[config.mk]
export PLATFORM = sky130hd
export DESIGN_NAME = score_board_mp_flat
export DESIGN_NICKNAME = d
export VERILOG_FILES = /design/src/rtl/score_board_mp_pkg.sv /design/src/rtl/score_board_mp_if.sv /design/src/rtl/score_board_mp_sb_entry.sv /design/src/rtl/score_board_mp.sv /design/src/flat_wrapper.sv
export SDC_FILE = /design/constraint.sdc
export NUM_CORES = 1
export LEC_CHECK = 0
export CAP_MARGIN = 20
export CORE_MARGIN = 2
export CORE_UTILIZATION = 47
export CTS_CLUSTER_SIZE = 25
export DETAILED_ROUTE_END_ITERATION = 6
export PLACE_DENSITY = 0.6
export SETUP_SLACK_MARGIN = 0.4
export SYNTH_ARGS = -nofsm -noshare
export SYNTH_HDL_FRONTEND = slang
export SYNTH_SLANG_ARGS = --single-unit
[constraint.sdc]
create_clock -name clk -period 15.25 [get_ports clk]
set_input_delay 3.8125 -clock clk [delete_from_list [all_inputs] [get_ports clk]]
set_output_delay 3.8125 -clock clk [all_outputs]
set_load 0.01 [all_outputs]
[src/rtl/score_board_mp_pkg.sv]
// Shared constants and types for the multi-port register scoreboard.
package score_board_mp_pkg;

  localparam int             SB_POS_W    = 5;
  localparam int             SB_FU_W     = 3;
  localparam logic [4:0]     SB_FWD_MASK = 5'b00011;

  typedef logic bool_t;

  typedef struct packed {
    logic [SB_FU_W-1:0]  fu;
    logic [SB_POS_W-1:0] pos;
  } sb_entry_t;

endpackage

[src/rtl/score_board_mp_if.sv]
// Issue-stage scoreboard bus: claim/flush controls in, per-source lookups out.
interface score_board_mp_if
  import score_board_mp_pkg::*;
#(
  parameter int REG_NUM     = 32,
  parameter int WRITE_PORTS = 2,
  parameter int READ_PORTS  = 4,
  parameter int POS_W       = SB_POS_W,
  parameter int FU_W        = SB_FU_W
);
  localparam int AW = $clog2(REG_NUM);

  logic                               stall;
  logic                               flash;
  logic [POS_W-1:0]                   kill_mask;
  logic [WRITE_PORTS-1:0]             write_ena;
  logic [WRITE_PORTS-1:0][AW-1:0]     write_addr;
  logic [WRITE_PORTS-1:0][FU_W-1:0]   write_fu;
  logic [WRITE_PORTS-1:0][POS_W-1:0]  write_pos;
  logic [READ_PORTS-1:0][AW-1:0]      read_addr;
  logic [READ_PORTS-1:0][FU_W-1:0]    read_fu;
  logic [READ_PORTS-1:0][POS_W-1:0]   read_pos;
  logic [READ_PORTS-1:0]              read_pending;
  logic [READ_PORTS-1:0]              read_stall;
  logic [AW:0]                        busy_count;

  modport master (
    output stall, flash, kill_mask, write_ena, write_addr, write_fu, write_pos, read_addr,
    input  read_fu, read_pos, read_pending, read_stall, busy_count
  );

  modport slave (
    input  stall, flash, kill_mask, write_ena, write_addr, write_fu, write_pos, read_addr,
    output read_fu, read_pos, read_pending, read_stall, busy_count
  );
endinterface

[src/rtl/score_board_mp_sb_entry.sv]
// One scoreboard entry: a producing-unit tag plus a one-hot distance-to-writeback
// field that shifts toward zero, with flush/kill clearing and claim loading.
module sb_entry
  import score_board_mp_pkg::*;
#(
  parameter int POS_W = SB_POS_W,
  parameter int FU_W  = SB_FU_W
)(
  input  logic             clk,
  input  logic             rst_n,
  input  logic             shift_en,
  input  logic             load,
  input  logic [FU_W-1:0]  load_fu,
  input  logic [POS_W-1:0] load_pos,
  input  logic             clear,
  input  logic [POS_W-1:0] kill_mask,
  output logic [FU_W-1:0]  fu,
  output logic [POS_W-1:0] pos,
  output logic [POS_W-1:0] pos_nxt
);
  logic [FU_W-1:0]  fu_d,  fu_q;
  logic [POS_W-1:0] pos_d, pos_q;

  // The caller only raises load on a plain update cycle, so kill never meets load.
  always_comb begin
    fu_d  = fu_q;
    pos_d = pos_q;
    if (clear || (|(pos_q & kill_mask))) begin
      fu_d  = '0;
      pos_d = '0;
    end else if (load) begin
      fu_d  = load_fu;
      pos_d = load_pos;
    end else if (shift_en) begin
      pos_d = pos_q >> 1;
    end
  end

  always_ff @(posedge clk or negedge rst_n) begin
    if (!rst_n) begin
      fu_q  <= '0;
      pos_q <= '0;
    end else begin
      fu_q  <= fu_d;
      pos_q <= pos_d;
    end
  end

  assign fu      = fu_q;
  assign pos     = pos_q;
  assign pos_nxt = pos_d;

endmodule

[src/rtl/score_board_mp.sv]
// Multi-port register scoreboard: per-register pending-result tracking with
// write claims, partial/full flush, same-cycle bypass and per-port RAW stall.
module score_board_mp
  import score_board_mp_pkg::*;
#(
  parameter int               REG_NUM     = 32,
  parameter int               WRITE_PORTS = 2,
  parameter int               READ_PORTS  = 4,
  parameter int               POS_W       = SB_POS_W,
  parameter int               FU_W        = SB_FU_W,
  parameter logic [POS_W-1:0] FWD_MASK    = POS_W'(SB_FWD_MASK),
  parameter bit               BYPASS      = 1'b1
)(
  input  logic               clk,
  input  logic               rst_n,
  score_board_mp_if.slave    sb
);
  localparam int AW = $clog2(REG_NUM);

  logic                 upd;
  logic [REG_NUM-1:1]   load;
  logic [FU_W-1:0]      load_fu  [1:REG_NUM-1];
  logic [POS_W-1:0]     load_pos [1:REG_NUM-1];
  logic [POS_W-1:0]     nxt_pos  [1:REG_NUM-1];
  logic [FU_W-1:0]      ent_fu   [REG_NUM];
  logic [POS_W-1:0]     ent_pos  [REG_NUM];
  logic [AW:0]          busy_count_d, busy_count_q;

  // Claims and bypass only happen on a plain update cycle.
  assign upd = rst_n & ~sb.stall & ~sb.flash & ~(|sb.kill_mask);

  always_comb begin
    for (int r = 1; r < REG_NUM; r++) begin
      load[r]     = 1'b0;
      load_fu[r]  = '0;
      load_pos[r] = '0;
      // Ascending slot order lets the highest slot win an address collision.
      for (int s = 0; s < WRITE_PORTS; s++) begin
        if (upd && sb.write_ena[s] && (sb.write_addr[s] == AW'(r))) begin
          load[r]     = 1'b1;
          load_fu[r]  = sb.write_fu[s];
          load_pos[r] = sb.write_pos[s];
        end
      end
    end
  end

  assign ent_fu[0]  = '0;
  assign ent_pos[0] = '0;

  for (genvar i = 1; i < REG_NUM; i++) begin : g_ent
    sb_entry #(
      .POS_W (POS_W),
      .FU_W  (FU_W)
    ) u_entry (
      .clk       (clk),
      .rst_n     (rst_n),
      .shift_en  (~sb.stall),
      .load      (load[i]),
      .load_fu   (load_fu[i]),
      .load_pos  (load_pos[i]),
      .clear     (sb.flash),
      .kill_mask (sb.kill_mask),
      .fu        (ent_fu[i]),
      .pos       (ent_pos[i]),
      .pos_nxt   (nxt_pos[i])
    );
  end

  always_comb begin
    for (int p = 0; p < READ_PORTS; p++) begin
      sb.read_fu[p]  = ent_fu[sb.read_addr[p]];
      sb.read_pos[p] = ent_pos[sb.read_addr[p]];
      if (BYPASS && upd) begin
        for (int s = 0; s < WRITE_PORTS; s++) begin
          if (sb.write_ena[s] && (sb.write_addr[s] == sb.read_addr[p])) begin
            sb.read_fu[p]  = sb.write_fu[s];
            sb.read_pos[p] = sb.write_pos[s];
          end
        end
      end
      if (sb.read_addr[p] == '0) begin
        sb.read_fu[p]  = '0;
        sb.read_pos[p] = '0;
      end
      sb.read_pending[p] = |sb.read_pos[p];
      sb.read_stall[p]   = |(sb.read_pos[p] & ~FWD_MASK);
    end
  end

  always_comb begin
    busy_count_d = '0;
    for (int r = 1; r < REG_NUM; r++) begin
      busy_count_d = busy_count_d + (AW+1)'(|nxt_pos[r]);
    end
  end

  always_ff @(posedge clk or negedge rst_n) begin
    if (!rst_n) busy_count_q <= '0;
    else        busy_count_q <= busy_count_d;
  end

  assign sb.busy_count = busy_count_q;

endmodule

[src/flat_wrapper.sv]
// flat-port wrapper written by rule: the top's interface ports become plain ports
module score_board_mp_flat import score_board_mp_pkg::*;
#(
  parameter int               REG_NUM     = 32,
  parameter int               WRITE_PORTS = 2,
  parameter int               READ_PORTS  = 4,
  parameter int               POS_W       = SB_POS_W,
  parameter int               FU_W        = SB_FU_W,
  parameter logic [POS_W-1:0] FWD_MASK    = POS_W'(SB_FWD_MASK),
  parameter bit               BYPASS      = 1'b1
)
  (clk, rst_n, sb_stall, sb_flash, sb_kill_mask, sb_write_ena, sb_write_addr, sb_write_fu, sb_write_pos, sb_read_addr, sb_read_fu, sb_read_pos, sb_read_pending, sb_read_stall, sb_busy_count);
  score_board_mp_if #(.REG_NUM(REG_NUM), .WRITE_PORTS(WRITE_PORTS), .READ_PORTS(READ_PORTS), .POS_W(POS_W), .FU_W(FU_W)) sb_i ();
  input  logic clk;
  input  logic rst_n;
  input wire logic [$bits(sb_i.stall)-1:0] sb_stall;
  input wire logic [$bits(sb_i.flash)-1:0] sb_flash;
  input wire logic [$bits(sb_i.kill_mask)-1:0] sb_kill_mask;
  input wire logic [$bits(sb_i.write_ena)-1:0] sb_write_ena;
  input wire logic [$bits(sb_i.write_addr)-1:0] sb_write_addr;
  input wire logic [$bits(sb_i.write_fu)-1:0] sb_write_fu;
  input wire logic [$bits(sb_i.write_pos)-1:0] sb_write_pos;
  input wire logic [$bits(sb_i.read_addr)-1:0] sb_read_addr;
  output wire logic [$bits(sb_i.read_fu)-1:0] sb_read_fu;
  output wire logic [$bits(sb_i.read_pos)-1:0] sb_read_pos;
  output wire logic [$bits(sb_i.read_pending)-1:0] sb_read_pending;
  output wire logic [$bits(sb_i.read_stall)-1:0] sb_read_stall;
  output wire logic [$bits(sb_i.busy_count)-1:0] sb_busy_count;
  assign sb_i.stall = sb_stall;
  assign sb_i.flash = sb_flash;
  assign sb_i.kill_mask = sb_kill_mask;
  assign sb_i.write_ena = sb_write_ena;
  assign sb_i.write_addr = sb_write_addr;
  assign sb_i.write_fu = sb_write_fu;
  assign sb_i.write_pos = sb_write_pos;
  assign sb_i.read_addr = sb_read_addr;
  assign sb_read_fu = sb_i.read_fu;
  assign sb_read_pos = sb_i.read_pos;
  assign sb_read_pending = sb_i.read_pending;
  assign sb_read_stall = sb_i.read_stall;
  assign sb_busy_count = sb_i.busy_count;
  score_board_mp #(.REG_NUM(REG_NUM), .WRITE_PORTS(WRITE_PORTS), .READ_PORTS(READ_PORTS), .POS_W(POS_W), .FU_W(FU_W), .FWD_MASK(FWD_MASK), .BYPASS(BYPASS)) u_core (.clk(clk), .rst_n(rst_n), .sb(sb_i));
endmodule
**After elaboration in Yosys (flattened, before gate mapping)**

Cells that the tools add are included.

- Bits in registers: 254
- Output and inout bits: 46
- Logic and storage cells: 814

- Add/sub/neg operators: 30
- Magnitude comparators: 4
- Eq/ne operators: 70
- Mux-type cells: 397
- Bitwise operators: 41
- Reduce and logical (&&, ||, !) cells: 209

Operators by type and width:

| kind | count |
|---|---|
| 5-bit 2-to-1 mux | 179 |
| 3-bit 2-to-1 mux | 148 |
| 5-bit OR reduction | 67 |
| 6-bit by 1-bit adder with 6-bit output | 29 |
| 5-bit == test, second input constant | 32 |
| 5-bit bitwise AND | 31 |
| 5-bit binary-select mux with 5-bit select | 4 |
| 5-bit by 4-bit == test with 1-bit output, second input constant | 16 |
| 1-bit logical AND | 72 |
| 1-bit 2-to-1 mux | 62 |
| 2-bit nonzero test | 31 |
| 3-bit binary-select mux with 5-bit select | 4 |
| 5-bit by 3-bit == test with 1-bit output, second input constant | 8 |
| 5-bit == test | 8 |
| 1-bit logical OR | 31 |
| 6-bit >= comparator, second input constant | 4 |
| 5-bit inverter with 6-bit output | 4 |
| 5-bit by 2-bit == test with 1-bit output, second input constant | 4 |
| 5-bit logical NOT | 4 |
| 3-bit OR reduction | 4 |
| 5-bit by 1-bit == test with 1-bit output, second input constant | 2 |
| 1-bit bitwise AND | 3 |
| 1-bit inverter | 3 |
| 1-bit by 1-bit adder with 2-bit output | 1 |

**Logic depth before layout (Yosys ltp)**

- Depth in word-level cells: 41
- Mapped depth: 28
- Depth with buffers taken out: 24

**Modules after synthesis**

Synthesis repeated with hierarchy kept, for this count alone.

- Cell total of the unflattened synthesis: 2580
- Area total of the unflattened synthesis: 26397.8 µm²

By module, submodules not included:

| module | times used | cells each | area each (µm²) | seq. area each (µm²) |
|---|---|---|---|---|
| score_board_mp | 1 | 1526 | 14141.1 | 150.1 |
| sb_entry | 31 | 34 | 395.4 | 200.2 |

**Worst setup path before layout**

Ideal clock, no wire load.

- Kind: input-to-reg
- Start: input sb_kill_mask[0]
- End: register u_core.busy_count_q[4], in the netlist u_core.sb.busy_count[4]
- Library setup time: 123 ps
- Data arrival time: 10343 ps
- Data required time: 15127 ps
- Slack: 4785 ps
- Stages: 24
- Path through: or4_1 clkbuf_1 or4_4 nor2_2 o21ai_0 nor2b_1 or4b_2 fa_1 inv_1 fa_1 inv_1 fa_1 fa_1 fa_1 inv_1 fa_1 inv_1 ha_1 inv_1 fa_1 inv_1 a21o_1 a21oi_1 xnor2_1

- Elaborated cells between the ends (all ways): 407
- Classes of those cells: add/sub: 30; mux: 186; bitwise: 33; reduce/logical: 158

RTL lines:

| element | line | RTL |
|---|---|---|
| from (decl) | flat_wrapper.sv:18 | `input wire logic [$bits(sb_i.kill_mask)-1:0] sb_kill_mask;` |
| 5-bit OR reduction | score_board_mp.sv:30 | `assign upd = rst_n & ~sb.stall & ~sb.flash & ~(\|sb.kill_mask);` |
| 1-bit inverter | score_board_mp.sv:30 |  |
| 1-bit bitwise AND | score_board_mp.sv:30 |  |
| 1-bit logical AND (2 in series) | score_board_mp.sv:39 | `if (upd && sb.write_ena[s] && (sb.write_addr[s] == AW'(r))) begin` |
| 5-bit 2-to-1 mux or 1-bit 2-to-1 mux (tied branches) (2 in series) | score_board_mp.sv:39 |  |
| 5-bit 2-to-1 mux | score_board_mp_sb_entry.sv:31 | `end else if (load) begin` |
| 5-bit 2-to-1 mux * | score_board_mp_sb_entry.sv:28 | `if (clear \|\| (\|(pos_q & kill_mask))) begin` |
| net u_core.g_ent[5].u_entry.pos_nxt[1] | score_board_mp_sb_entry.sv:19 | `output logic [POS_W-1:0] pos_nxt` |
| 5-bit OR reduction * | score_board_mp.sv:94 | `busy_count_d = busy_count_d + (AW+1)'(\|nxt_pos[r]);` |
| 6-bit by 1-bit adder with 6-bit output * (27 in series) | score_board_mp.sv:94 |  |
| net u_core.busy_count_d[4] | score_board_mp.sv:27 | `logic [AW:0] busy_count_d, busy_count_q;` |
| to (signal assigned) | score_board_mp.sv:100 | `else busy_count_q <= busy_count_d;` |
| to (decl) | score_board_mp.sv:27 |  |

The timed path passes the listed nets; every way through them passes the cells marked *.
A chain may end at the register's enable or synchronous reset.

**Final worst setup path**

- Start: input sb_kill_mask[1]
- End: register u_core.busy_count_q[4], in the netlist u_core.sb.busy_count[4]

- Elaborated cells between the ends (all ways): 407
- Classes of those cells: add/sub: 30; mux: 186; bitwise: 33; reduce/logical: 158

RTL lines:

| element | line |
|---|---|
| 5-bit OR reduction | score_board_mp.sv:30 |
| 1-bit inverter | score_board_mp.sv:30 |
| 1-bit bitwise AND | score_board_mp.sv:30 |
| 1-bit logical AND (2 in series) | score_board_mp.sv:39 |
| 5-bit 2-to-1 mux or 1-bit 2-to-1 mux (tied branches) (2 in series) | score_board_mp.sv:39 |
| 5-bit 2-to-1 mux | score_board_mp_sb_entry.sv:31 |
| 5-bit 2-to-1 mux * | score_board_mp_sb_entry.sv:28 |
| net u_core.g_ent[7].u_entry.pos_nxt[2] | score_board_mp_sb_entry.sv:19 |
| 5-bit OR reduction * | score_board_mp.sv:94 |
| 6-bit by 1-bit adder with 6-bit output * (25 in series) | score_board_mp.sv:94 |
| net u_core.busy_count_d[4] | score_board_mp.sv:27 |

Marked as above.

==> reports/qor.txt <==
Die W -> 238.9 um
Syn Inst Count -> 2790
placed cell count -> 3396
# setup viols final -> 0
Synth Warn # -> 0
hold path start -> u_core.g_ent[29].u_entry.fu[0]
FF/Latch Area -> 6356 um2
Reg2Reg Setup Slack -> 8500 ps
Yosys cell types -> 77
row cnt -> 86
number of buffers added on ports -> 102
Placer Congestion -> 1.118
Wirelength per Cell -> 38.45 um
Slew Viols, Final -> 0
Clk Latency, worst-skew pair -> 580 ps
WP data arrival -> 12590 ps
slew margin rel. -> 20.81%
clk slew on worst S/H paths -> 50 ps
Top FF cell, synth -> dfrtp_1
Die ar. -> 57080 um2
Final ANT Viol Nets -> 0
register area share after synthesis -> 24.51%
post-synth top area cell -> dfrtp_1
peak supply drop -> 0.07277 mV
Post-Route Skew -> 12.41 ps
CP Data Required Time -> 15700 ps
vias in the first global route -> 25.51k
Final min period -> 12140 ps
first-pass GRT wire length -> 187.7 mm
max cap viols -> 0
final period utilization -> 79.59%
Lkg Pwr -> 11.64 nW
syn nets -> 2879
multi-input gate area in the final layout -> 18310 um2
fillcell total -> 5016
Remaining Overflow, GRT -> 0
status -> finished, violations left
Detailed Route WL -> 133.1 mm
Die Y -> 238.9 um
post-synth top area share -> 24.51%
GRT Util Overall -> 46.25%
FF-to-FF path depth -> 24
crit path kind -> in2reg
DR iter-0 viols -> 4717
most frequent cell after synthesis -> nand2_1
post-DP HPWL -> 91.19 mm
Hold Buf Count CTS -> 0
DR DRC count -> 1
failing checks -> DRC
NumNets Final -> 2822
via/cell ratio -> 7.935
area growth from synthesis to layout -> 9.653%
post-CTS sizing -> 0
CORE AREA -> 54880 um2
# diodes -> 0
setup TNS -> 0 ps
Post-synth EDFFs -> 0
hold path depth -> 2
Pwr Total -> 1.832 mW
ys async rst share -> 100.0%
crit start category -> primary input
Root Buffer -> clkbuf_16
top-level I/O count -> 103
largest net degree at the start of global routing -> 81
RSZ-0062 raised after global routing -> no
#FFs+latches synth -> 254
clock buffer count from CTS -> 35
Post-CTS Repair Setup Buffers -> 0
fraction of layout cells with a size suffix above 1 -> 17.70%
top cells by count, synth -> 330 x nand2_1, 254 x dfrtp_1, 244 x mux4_2, 222 x mux2i_1
Pre-antenna DRT Iters -> 7
CP Max Fanout -> 33
syn avg cell area -> 9.296 um2
post-layout util -> 51.82%
class of the worst hold path -> reg2reg
fmax -> 82.38 MHz
CTS tree -> built
H-tree depth -> 2
Synth area leaders -> dfrtp_1 25%, mux4_2 21%, mux2i_1 8.6%, nand2_1 4.8%, a21oi_1 4.2%
Pwr Density -> 64.43 nW/um2
worst hold endpoint -> u_core.g_ent[29].u_entry.fu[0]
vias -> 27.46k
CP endpoint kind -> register
Layout Cells excl Fill -> 3461
initial core utilization -> 47.26%
Final Hold Viols -> 0
Mapped Area -> 25940 um2
Worst-Margin Slew -> 1179 ps
worst r2r src -> u_core.g_ent[7].u_entry.pos[4]
reg2reg end -> u_core.sb.busy_count[4]
clock sinks -> 254
initial antenna violation count -> 4
Max clock buf depth -> 3
## worst max-delay path: stages
cell             delay (ps)
clkdlybuf4s50_1         400
buf_4                   320
or4_1                   940
nor4_1                  860
nand3_1                 620
o211ai_1                310
a21oi_1                 110
or4b_1                  620
fa_1                    740
inv_1                   110
fa_1                    550
inv_1                    60
fa_1                    480
fa_1                    500
fa_1                    500
inv_1                    50
fa_1                    440
inv_1                    80
ha_1                    160
inv_1                    60
fa_1                    460
inv_1                    70
a21o_1                  100
a21oi_1                  70
xnor2_1                 130
## stage by stage
step / hold slack (ps) / cell area (um2) / worst slack (ps)
2_1_floorplan: 553.5 / 25940 / 4785
3_3_place_gp: 577.7 / 27300 / 2808
3_5_place_dp: 593.6 / 27310 / 2859
4_1_cts: 605.8 / 28400 / 3364
5_1_grt: 632.4 / 28440 / 2935
6_report: 614.1 / 28440 / 3112
## power by group
group,switching (mW),internal [mW]
logic,0.240,0.0914
registers,0.000244,0.674
clock network,0.348,0.478
total,0.589,1.24
## registers in the layout, indices dropped and copies added, names as in the netlist
register and count:
u_core.g_ent.u_entry.pos 155, u_core.sb.busy_count 6, u_core.g_ent.u_entry.fu 93
## final cells by class
type / instances / share of cell area (%)
clock buffers: 48 / 3.392
repair buffers: 186 / 5.513
flip-flops and latches: 254 / 22.35
inverters: 62 / 0.8183
well taps: 704 / 3.097
multi-input cells: 2194 / 64.37
clock inverters: 13 / 0.4619
## layout by cell type (no fill, tap or decap), types with 49 or more instances in the layout
cell type        netlist  layout
nand2_1              330     330
buf_4                  0      88
nor3_1                53      51
o21ai_0               49      49
mux4_2               244     244
mux2i_1              222     222
inv_1                 58      58
a21oi_1              218     218
a211oi_1             105     105
clkdlybuf4s50_1        0      77
nor2_1               218     217
dfrtp_1              254     254
nand3_1               75      75
a22oi_1               80      80
o211ai_1              83      83
## how the worst max path moves through the flow
stage                         start                       to  slack, ps  cells past startpoint
global route        sb_kill_mask[1]  u_core.sb.busy_count[4]       2930                     26
finish              sb_kill_mask[1]  u_core.sb.busy_count[4]       3110                     25
CTS                 sb_kill_mask[1]  u_core.sb.busy_count[4]       3360                     25
global placement    sb_kill_mask[1]  u_core.sb.busy_count[4]       2810                     23
detailed placement  sb_kill_mask[1]  u_core.sb.busy_count[4]       2860                     25
floorplan           sb_kill_mask[0]  u_core.sb.busy_count[4]       4780                     24
## logic make-up (layout without fill, tap and decap cells)
kind of cell / Yosys count / count (layout) / share of synthesized area (%)
and+or+nand+nor: 879 / 879 / 15.90
xor gates and xnor gates: 43 / 43 / 1.452
adders and majority gates: 32 / 32 / 2.209
AOI/OAI and AO/OA: 728 / 728 / 19.14
buffers and inverters: 342 / 309 / 5.041
DFF: 254 / 254 / 24.51
muxes: 512 / 512 / 31.75
## per-layer routing
layer	global-route usage [%]	wire length, um	vias up
met2	67.09	55360	2648
met3	16.81	19510	796
met5	0	46	-
li1	-	-	10680
met4	36.70	13880	8
met1	55.48	44290	13340
Power figures use the tool's default switching activity.
==> RTL change, RTL diff (same flow settings) <==
`READ_PORTS` is set to 4 in 3 places; all go to 2.
--- a/src/rtl/score_board_mp_if.sv
+++ b/src/rtl/score_board_mp_if.sv
@@ -6,3 +6,3 @@
   parameter int WRITE_PORTS = 2,
-  parameter int READ_PORTS  = 4,
+  parameter int READ_PORTS  = 2,
   parameter int POS_W       = SB_POS_W,
--- a/src/rtl/score_board_mp.sv
+++ b/src/rtl/score_board_mp.sv
@@ -7,3 +7,3 @@
   parameter int               WRITE_PORTS = 2,
-  parameter int               READ_PORTS  = 4,
+  parameter int               READ_PORTS  = 2,
   parameter int               POS_W       = SB_POS_W,
--- a/src/flat_wrapper.sv
+++ b/src/flat_wrapper.sv
@@ -5,3 +5,3 @@
   parameter int               WRITE_PORTS = 2,
-  parameter int               READ_PORTS  = 4,
+  parameter int               READ_PORTS  = 2,
   parameter int               POS_W       = SB_POS_W,
Ports: changed (5 resized); port bits go from 103 to 73. The function was not compared with the original's and may differ.
==> RTL change against the original RTL <==
  * The flow still finishes with violations (design-rule violations)
  * Wire length decreased by 25%
  * Non-clock buffer count down 57
  * Setup slack gained 0.46 ns
  * Register-to-register slack worse by 0.35 ns
  * Sequential share of layout area grew 4.9 points
  * Sequential power about the same
  * Cell area down 18%
  * Sequential cell count unchanged
  * Combinational power down 29%
  * Power down 8.1%
  * Area after synthesis is 18% lower
  * Via count shrank 21%
  * Count of clock-buffer cells in the layout is 5 lower
  * Critical path type is now in -> out
  * Critical endpoint is now sb_read_pending[0]
  * Largest power group unchanged
==> RTL change: results (changes against the original RTL) <==
* Filler cells at 4268 (was 5016)
* Vias in the first global route at 20.4k (was 25.5k)
* Largest net degree at the start of global routing at 135 (was 81)
* Later-pin clock latency in the skew report at 0.62 ns (was 0.58 ns)
* Via/cell ratio at 7.37 (was 7.94)
* Status: complete, but fails checks (unchanged)
* Max VDD drop at 79.7 µV (was 72.8 µV)
* First-pass GRT wire length at 144000 µm (was 188000 µm)
* Final Skew at 0.0227 ns (was 0.0124 ns)
* # DRC at 3 (was 1)
* Post-Place Worst Slack at 3.34 ns (was 2.86 ns)
* CTS Buf Count at 31 (was 35)
* GP Congestion at 1.05 (was 1.12)
* DRT iter0 DRCs at 3561 (was 4717)
* Net count after synthesis at 2465 (was 2879)
* Unique masters post-synth at 81 (was 77)
* Synth top cells by count: 259 x nand2_1, 254 x dfrtp_1, 233 x nor2_1 (was 330 x nand2_1, 254 x dfrtp_1, 244 x mux4_2)
* Violated checks: design-rule violations (unchanged)
* Antenna violations before repair at 1 (was 4)
* Total GRT Usage at 41.7% (was 46.2%)
* Crit path max fanout at 37 (was 33)
* Leak Pwr at 10.1 nW (was 11.6 nW)
* Leading post-synthesis cells by cell area: dfrtp_1 30%, mux4_2 12%, mux2i_1 8.4% (was dfrtp_1 25%, mux4_2 21%, mux2i_1 8.6%)
* Worst Tran Pin Value at 1.24 ns (was 1.18 ns)
* Arr. time, crit path at 7.86 ns (was 12.59 ns)
* H-tree levels at 1 (was 2)
[RTL change: cell types whose count changed after synthesis, moves of 43 or more]
cell / change
mux4_2: -129
a211oi_1: -50
mux2i_1: -44
nand2_1: -71
o21ai_0: +43
clkbuf_1: -45
[RTL change: worst paths after layout]
check | startpoint | slack, ns | endpoint | depth (start not counted)
worst max-delay path | sb_read_addr[0] | 3.58 | sb_read_pending[0] | 10
worst min-delay path | u_core.g_ent[28].u_entry.fu[2] | 0.58 | u_core.g_ent[28].u_entry.fu[2] | 2
worst max register to register | u_core.g_ent[2].u_entry.pos[2] | 8.15 | u_core.sb.busy_count[4] | 23
worst min register to register | u_core.g_ent[28].u_entry.fu[2] | 0.58 | u_core.g_ent[28].u_entry.fu[2] | 2
max in group asynchronous | rst_n | 10.81 | u_core.g_ent[6].u_entry.pos[1] | 2
min in group asynchronous | rst_n | 3.15 | u_core.g_ent[16].u_entry.fu[1] | 1
[RTL change: per-stage QoR]
stage	utilization (%)	hold slack (ns)	area [µm²]	instances	power, mW
after floorplan	-	0.523	21300	2386	0.807
after global placement	49.3	0.556	22200	2896	0.911
after detailed placement	49.3	0.568	22200	2896	0.911
after CTS	51.6	0.577	23300	2952	1.68
after global routing	51.6	0.605	23300	2953	1.72
final	51.7	0.577	23300	2956	1.68
[RTL change: area by class of cell]
type	count	area (µm²)	area share, %
diodes	3	7.51	0.0322
clock buffers	43	871	3.74
clock inverters	13	156	0.671
inverters	47	176	0.757
multi-input cells	1867	13900	59.7
flip-flops and latches	254	6360	27.3
well taps	600	751	3.22
repair buffers	129	1070	4.58
[RTL change: layer usage]
| layer | wire [µm] | up-vias | global-route usage, % |
|---|---|---|---|
| met5 | 0 | - | 0 |
| met4 | 5860 | 0 | 21.0 |
| met3 | 14900 | 365 | 14.9 |
| met2 | 41200 | 1872 | 59.0 |
| met1 | 37600 | 10700 | 56.4 |
| li1 | - | 8895 | - |
[RTL change: worst max-delay path, stage by stage]
cell and delay, ns:
buf_4 0.56, buf_4 0.69, inv_1 0.25, a2111oi_0 0.66
o211ai_1 0.20, nand3_1 0.21, o32ai_1 0.19, or3_1 0.40
or3_1 0.31, clkdlybuf4s50_1 0.48
[RTL change: kinds of logic (layout without fill, tap and decap cells)]
logic type                 after synthesis  count (layout)  share of synthesized area [%]
adders and majority gates               32              32                           2.69
other                                    0               3                              0
xor gates and xnor gates                23              23                          0.945
buffers and inverters                  265             232                           5.03
DFF                                    254             254                           29.8
and+or+nand+nor                        809             809                           18.3
muxes                                  340             340                           23.0
AOI/OAI and AO/OA                      663             663                           20.3
[RTL change: power by group]
group	switching [mW]	total, mW	internal (mW)	leakage (nW)
logic	0.176	0.236	0.0599	6.05
clock network	0.326	0.773	0.447	0.502
registers	0.000187	0.674	0.674	3.55
